File: src/rtl/sha1_w_sched.sv
// SHA-1 message-schedule generator.
// Loads one 512-bit block as sixteen 32-bit words, then streams W[0..79]
// to the round datapath over a valid/ready port. A 16-entry circular
// buffer holds the sliding window W[t-16..t-1]; words for t>=16 are
// formed combinationally and written back over the oldest entry.
// Optional build macro: SHA1_WS_KOUT_EN adds the round-constant output k.
module sha1_w_sched (
    input  logic        clk,
    input  logic        reset,
    input  logic        in_valid,
    output logic        in_ready,
    input  logic [31:0] in_data,
    output logic        w_valid,
    input  logic        w_ready,
    output logic [31:0] w,
    output logic [6:0]  round,
`ifdef SHA1_WS_KOUT_EN
    output logic [31:0] k,
`endif
    output logic        done
);

    typedef enum logic [1:0] {
        ST_IDLE = 2'd0,
        ST_LOAD = 2'd1,
        ST_RUN  = 2'd2
    } state_t;

    state_t      state_q, state_d;
    logic [3:0]  lc_q, lc_d;
    logic [6:0]  t_q, t_d;
    logic        done_q, done_d;
    logic [31:0] buf_q [16];

    // Buffer write port, shared between loading and schedule write-back.
    logic        wr_en;
    logic [3:0]  wr_idx;
    logic [31:0] wr_data;

    // Window taps, all modulo 16 so they wrap around the circular buffer.
    logic [3:0]  idx_cur, idx_m3, idx_m8, idx_m14;
    logic [31:0] mix;
    logic [31:0] w_calc;
    logic        in_run;

    assign in_run  = (state_q == ST_RUN);
    assign idx_cur = t_q[3:0];
    assign idx_m3  = t_q[3:0] - 4'd3;
    assign idx_m8  = t_q[3:0] - 4'd8;
    assign idx_m14 = t_q[3:0] - 4'd14;

    // Schedule word for the current round: raw block word for t<16,
    // otherwise the XOR of the four taps rotated left by one.
    always_comb begin
        mix = buf_q[idx_m3] ^ buf_q[idx_m8] ^ buf_q[idx_m14] ^ buf_q[idx_cur];
        if (t_q < 7'd16) begin
            w_calc = buf_q[idx_cur];
        end else begin
            w_calc = {mix[30:0], mix[31]};
        end
    end

    assign in_ready = !in_run;
    assign w_valid  = in_run;
    assign w        = in_run ? w_calc : 32'd0;
    assign round    = in_run ? t_q : 7'd0;
    assign done     = done_q;

`ifdef SHA1_WS_KOUT_EN
    // Round constant selected by the current round; zero outside RUN.
    always_comb begin
        k = 32'd0;
        if (in_run) begin
            if (t_q < 7'd20) begin
                k = 32'h5A827999;
            end else if (t_q < 7'd40) begin
                k = 32'h6ED9EBA1;
            end else if (t_q < 7'd60) begin
                k = 32'h8F1BBCDC;
            end else begin
                k = 32'hCA62C1D6;
            end
        end
    end
`endif

    // Next-state logic: load sequencing, round stepping and buffer writes.
    always_comb begin
        state_d = state_q;
        lc_d    = lc_q;
        t_d     = t_q;
        done_d  = 1'b0;
        wr_en   = 1'b0;
        wr_idx  = lc_q;
        wr_data = in_data;
        case (state_q)
            ST_IDLE: begin
                if (in_valid) begin
                    wr_en   = 1'b1;
                    wr_idx  = 4'd0;
                    lc_d    = 4'd1;
                    state_d = ST_LOAD;
                end
            end
            ST_LOAD: begin
                if (in_valid) begin
                    wr_en  = 1'b1;
                    wr_idx = lc_q;
                    lc_d   = lc_q + 4'd1;
                    if (lc_q == 4'd15) begin
                        state_d = ST_RUN;
                        t_d     = 7'd0;
                        lc_d    = 4'd0;
                    end
                end
            end
            ST_RUN: begin
                if (w_ready) begin
                    // Words past 15 replace W[t-16], which is no longer needed.
                    if (t_q >= 7'd16) begin
                        wr_en   = 1'b1;
                        wr_idx  = idx_cur;
                        wr_data = w_calc;
                    end
                    t_d = t_q + 7'd1;
                    if (t_q == 7'd79) begin
                        state_d = ST_IDLE;
                        t_d     = 7'd0;
                        lc_d    = 4'd0;
                        done_d  = 1'b1;
                    end
                end
            end
            default: begin
                state_d = ST_IDLE;
                lc_d    = 4'd0;
                t_d     = 7'd0;
            end
        endcase
    end

    // Control registers; reset discards any partial block.
    always_ff @(posedge clk or posedge reset) begin
        if (reset) begin
            state_q <= ST_IDLE;
            lc_q    <= 4'd0;
            t_q     <= 7'd0;
            done_q  <= 1'b0;
        end else begin
            state_q <= state_d;
            lc_q    <= lc_d;
            t_q     <= t_d;
            done_q  <= done_d;
        end
    end

    // Circular window buffer, cleared on reset so nothing leaks between blocks.
    always_ff @(posedge clk or posedge reset) begin
        if (reset) begin
            for (int i = 0; i < 16; i++) begin
                buf_q[i] <= 32'd0;
            end
        end else if (wr_en) begin
            buf_q[wr_idx] <= wr_data;
        end
    end

endmodule

File: config.mk
export PLATFORM = sky130hd
export DESIGN_NAME = sha1_w_sched
export DESIGN_NICKNAME = d
export VERILOG_FILES = /design/src/rtl/sha1_w_sched.sv
export SDC_FILE = /design/constraint.sdc
export NUM_CORES = 2
export LEC_CHECK = 0
export ABC_CLOCK_PERIOD_IN_PS = 23800
export CORE_UTILIZATION = 64
export DETAILED_ROUTE_END_ITERATION = 8
export PLACE_DENSITY = 0.82
export SETUP_SLACK_MARGIN = 0.05
export SYNTH_ARGS = -nofsm -noshare
export SYNTH_HDL_FRONTEND = slang
export SYNTH_SLANG_ARGS = --single-unit
File: constraint.sdc
create_clock -name clk -period 23.8 [get_ports clk]
set_input_delay 3.57 -clock clk [delete_from_list [all_inputs] [get_ports clk]]
set_output_delay 3.57 -clock clk [all_outputs]
set_load 0.05 [all_outputs]
# Word-level counts from Yosys, hierarchy flattened
# Cells that the tools add are included.
# Widths: inputs -> output; s select.
[word_totals] output_inout_bits=42 in_bits=36 regBits=526 elab_cells=107
[classes] n_reduce_logical=7 n_lt_le_gt_ge=8 n_mux=49 bitwise=9 eq_ne=9 add_sub_neg=5
[ops] operator="$bmux 32 s4" n=4
[ops] operator="$bwmux 512" n=1
[ops] operator="$mux 32" n=14
[ops] operator="$demux 32 s4" n=1
[ops] operator="$xor 32x32->32" n=3
[ops] operator="$mux 7" n=5
[ops] operator="$mux 4" n=8
[ops] operator="$ge 5x5->1 const B" n=5
[ops] operator="$not 4->5" n=5
[ops] operator="$pmux 7 s3" n=1
[ops] operator="$pmux 4 s3" n=1
[ops] operator="$mux 2" n=5
[ops] operator="$ne 2x2->1 const B" n=4
[ops] operator="$pmux 4 s2" n=1
[ops] operator="$reduce_and 4->1" n=2
[ops] operator="$sub 4x4->4 const B" n=2
[ops] operator="$add 7x1->7 const B" n=1
[ops] operator="$eq 7x7->1 const B" n=1
[ops] operator="$ge 7x5->1 const B" n=1
[ops] operator="$lt 7x5->1 const B" n=1
[ops] operator="$mux 1" n=6
[ops] operator="$pmux 2 s3" n=1
[ops] operator="$lt 5x1->1 const B" n=1
[ops] operator="$reduce_and 5->1" n=1
[ops] operator="12 further kinds" n=12

# Depth between registers and ports, before layout
[depth] word_depth=13 depth_mapped=15 mapped_depth_nobuf=9

# Worst setup path before layout
# Ideal clock, no wire load.
[synth_path] path_type="register to output" from="register t_q[2]" to="output port w[31]" path_stages_with_launch=13 required_time_ns=20.230 setup_slack_ns=16.443 arrival_time_ns=3.787 path_buffers=4 path_cell_list="dfrtp_1 -> buf_2 -> buf_2 -> inv_2 -> buf_1 -> ha_1 -> and4b_1 -> o21ai_1 -> nand2_1 -> clkbuf_1 -> a2111oi_4 -> xnor2_1 -> o22ai_1"
[synth_between] elab_chain_len=10 word_cells_on_any_way=25 cone_classes="add/sub (3); order compare (1); mux (14); bitwise (7)"
[synth_rtl] element="start: declaration" line_no="31" text="logic [6:0] t_q, t_d;"
[synth_rtl] element="start signal: assignment" line_no="152" text="t_q <= t_d;"
[synth_rtl] element="$sub 4x2->4 / $sub 4x4->4 (equally long branches)" line_no="48, 49"
[synth_rtl] element="$not 4->5 (not written as such)" line_no="55" text="mix = buf_q[idx_m3] ^ buf_q[idx_m8] ^ buf_q[idx_m14] ^ buf_q[idx_cur];"
[synth_rtl] element="$bmux 32 s4" line_no="55"
[synth_rtl] element="$mux 32 (not written as such) (2 in series)" line_no="55"
[synth_rtl] element="$xor 32x32->32 (3 in series)" line_no="55"
[synth_rtl] element="$mux 32 *" line_no="56" text="if (t_q < 7'd16) begin"
[synth_rtl] element="$mux 32 *" line_no="65" text="assign w = in_run ? w_calc : 32'd0;"
[synth_rtl] element="end: declaration" line_no="15" text="output logic [31:0] w,"
# Mark *: on every way between the ends. The rest lies on a longest branch, timed or not. The select of a mux whose other input is x is not followed.

# Worst setup path in the final report
[layout_path] from="register t_q[1]" to="output port w[8]"
# Same word-level chain as after synthesis.

==> impl_metrics.ini <==
[floorplan]
start_util_pct = 65.0
core_sq_um = 56600
floorplan.die_area_sq_um = 58500
io-pin-count = 78
floorplan.rows = 87
y_dimension_of_the_die_microns = 242
die_w_microns = 242

[worst_setup_path]
critical_path.endpoint_type = output pin
cp_data_arrival_time_ps = 6940
critical_path.startpoint_type = flop
critPathRequiredTime_ps = 20230
cp_max_fo = 65
setup.worst_path.class = flop to output pin

[sta]
post-route-period-util_pct = 44.2
fmax_mhz = 95.1
fin_crit_ps = 10510
hold-worst-slack_ps = 560
setup-violations-final = 0
timing.final.max_slew_violations = 0
rsz0062_at_grt = false
final_clock_skew_ps = 22.9
timing.final.hold_violations = 0
worst-slew-pin-transition_ps = 1280
slew_headroom_pct = 12.3
setup_tns_ps = 0

[logic_synthesis]
synthesis.instances = 3255
async_flop_share_pct = 100
syn-mean-instance-area_sq_um = 11.3
synth-edff-count = 0
dominantRegCellSynth = sky130_fd_sc_hd__dfrtp_1
synth-xor-area-share_pct = 7.66
synth_top_family_by_area = multiplexers
post-synth-top-area-fraction_pct = 35.8
count_of_distinct_cell_types_in_the_synthesized_netlist = 50
yosysWarningCount = 0
syn-cell-area_sq_um = 36800
ys_ff_latch = 526
nets_in_the_synthesized_netlist = 3296
synth.top_cells.by_area = sky130_fd_sc_hd__dfrtp_1, sky130_fd_sc_hd__mux4_2, sky130_fd_sc_hd__xnor2_1, sky130_fd_sc_hd__nand2_1, sky130_fd_sc_hd__o21ai_1
synth-seq-area-share_pct = 35.8
synth_mux_area_share_pct = 31.4
synth_simple_gate_area_share_pct = 9.10
synth_fa_ha_area_share_pct = 0.170
synth_top_cell_by_area = sky130_fd_sc_hd__dfrtp_1
synth_compound_area_share_pct = 11.5

[placement]
placed_standard_cell_area_sq_um = 37600
io_buffers = 77
dpl.hpwl_mm = 62.2
gp_congestion = 0.897
dp_cells = 3821

[power_and_ir_drop]
cellPowerDensity_nw_per_um2 = 132
worst_ir_drop_vdd_uv = 94.4
clockPowerShare_pct = 18.7
share_comb_of_total_power_pct = 46.1
pwr-share-seq_pct = 35.2
power_switching_mw = 2.09
power_switching_share_pct = 39.9
cell_internal_pwr_mw = 3.14
power.leakage_nw = 14.8

[global_route]
first_global_vias = 29733
first_pass_grt_wire_length_mm = 173
pin_count_of_the_biggest_net_entering_global_routing = 180
grt_overflow_total = 0
initial_antenna_violation_count = 2
globalRouteTotalUtil_pct = 38.7

[run_status]
status = finished, final reports clean

[clocking]
max-clock-path-buffers = 3
cts.sinks = 526
cts_made_buffers = 57
cts_hold_bufs = 0
clk_transition_reported_paths_ps = 60
clockRootBuffer = sky130_fd_sc_hd__clkbuf_16
h-tree-depth = 2
cts_resized = 0
clock_insertion_delay_worst_skew_ps = 650
post_cts_buffers = 0
tritoncts = built

[routing]
via_per_inst = 7.52
finalWirelength_mm = 112
topRoutingLayerUsed = met5
drtIter0Drc = 4129
met2_wirelength_mm = 51.8
via_count = 29555
met1Wirelength_mm = 36.8
drt.antenna.violating_nets = 0
drc = 0
met3WireLength_mm = 14.9
wl_per_cell_microns = 28.4
drt_first_pass_iters = 7

[layout]
final_layout_size_suffix_gt1_share_pct = 23.1
final_nets = 3165
syn2layout_area_growth_pct = 7.90
finish.instance_area_sq_um = 39700
mostFrequentLayoutCell = sky130_fd_sc_hd__nand2_1
filler_cell_count = 3823
post_layout_nonfiller_instances = 3930
layout.cells.most_common_list = sky130_fd_sc_hd__nand2_1, sky130_fd_sc_hd__dfrtp_1, sky130_fd_sc_hd__mux4_2

[min_path]
path_type_of_the_worst_min_delay_path = flop to flop

[run]
drv_cap = 0
==> power by group through the flow <==
stage	Combinational (mW)	Sequential (mW)	Clock (mW)
floorplan	1.92	1.64	0
global placement	2.24	1.77	0
detailed placement	2.35	1.83	0
CTS	2.38	1.82	0.979
global route	2.57	1.89	1.02
finish	2.41	1.84	0.980
==> synth_stat cells (32+ instances only) <==
master                     count
sky130_fd_sc_hd__nand3_1     169
sky130_fd_sc_hd__mux2i_1      35
sky130_fd_sc_hd__nand4_1      32
sky130_fd_sc_hd__o21ai_1     295
sky130_fd_sc_hd__o21ai_0     261
sky130_fd_sc_hd__a21boi_0     96
sky130_fd_sc_hd__xor2_1       32
sky130_fd_sc_hd__inv_1        37
sky130_fd_sc_hd__buf_2        87
sky130_fd_sc_hd__clkbuf_1    169
sky130_fd_sc_hd__nand2_1     547
sky130_fd_sc_hd__dfrtp_1     526
sky130_fd_sc_hd__xnor2_1     290
sky130_fd_sc_hd__mux4_2      480
==> worst paths after layout <==
kind                          from          to  slack [ps]  cells after the start
min reg2reg                lc_q[3]     lc_q[3]         560                      1
max                         t_q[1]        w[8]       13290                     10
max in group asynchronous    reset      t_q[2]       17840                      4
min in group asynchronous    reset  buf_q[436]        3520                      2
min                        lc_q[3]     lc_q[3]         560                      1
max reg2reg                 t_q[1]  buf_q[478]       17620                      9
==> metrics by stage <==
stage               utilization (%)  total power, mW  setup WS (ps)
CTS                            70.1             5.17          13440
finish                         70.1             5.23          13290
global route                   70.1             5.48          13130
detailed placement             66.5             4.18          14180
global placement               66.5             4.01          14360
floorplan                         -             3.56           5530
==> cells by family after synthesis <==
| logic type | Yosys count |
|---|---|
| adder cells (fa/ha/maj) | 5 |
| AO/OA/AOI/OAI | 716 |
| XOR/XNOR | 322 |
| multiplexers | 544 |
| flip-flops | 526 |
| AND/OR/NAND/NOR | 792 |
| buffers and inverters | 350 |
==> layer usage <==
| layer | global-route usage [%] | vias to the layer above |
|---|---|---|
| met5 | 0 | - |
| met1 | 48.9 | 14723 |
| met3 | 10.1 | 625 |
| li1 | - | 11875 |
| met2 | 59.5 | 2330 |
| met4 | 25.1 | 2 |
==> cell type report <==
| type | count | area [sq um] | share of cell area (%) |
|---|---|---|---|
| Clock buffer | 70 | 1560 | 3.92 |
| Timing Repair Buffer | 117 | 1120 | 2.82 |
| Tap cell | 756 | 946 | 2.38 |
| Multi-Input combinational cell | 2379 | 22200 | 56.0 |
| Inverter | 43 | 175 | 0.441 |
| Antenna cell | 2 | 5.00 | 0.0126 |
| Sequential cell | 526 | 13200 | 33.2 |
| Clock inverter | 37 | 504 | 1.27 |
==> worst max-delay path: stages, from the launching register on <==
cell	delay (ps)
sky130_fd_sc_hd__dfrtp_4	950
sky130_fd_sc_hd__inv_4	430
sky130_fd_sc_hd__ha_4	1090
sky130_fd_sc_hd__buf_4	960
sky130_fd_sc_hd__mux4_2	410
sky130_fd_sc_hd__a21boi_0	190
sky130_fd_sc_hd__a2111oi_2	490
sky130_fd_sc_hd__xor2_1	320
sky130_fd_sc_hd__nand3_1	120
sky130_fd_sc_hd__o21ai_0	310
sky130_fd_sc_hd__clkdlybuf4s50_1	930
==> state kept, by name, summed over array words and instances, names as in the netlist <==
name	count
state_q	2
lc_q	4
buf_q	512
done	1
t_q	7
No activity file was read; power rests on OpenSTA's default activity.
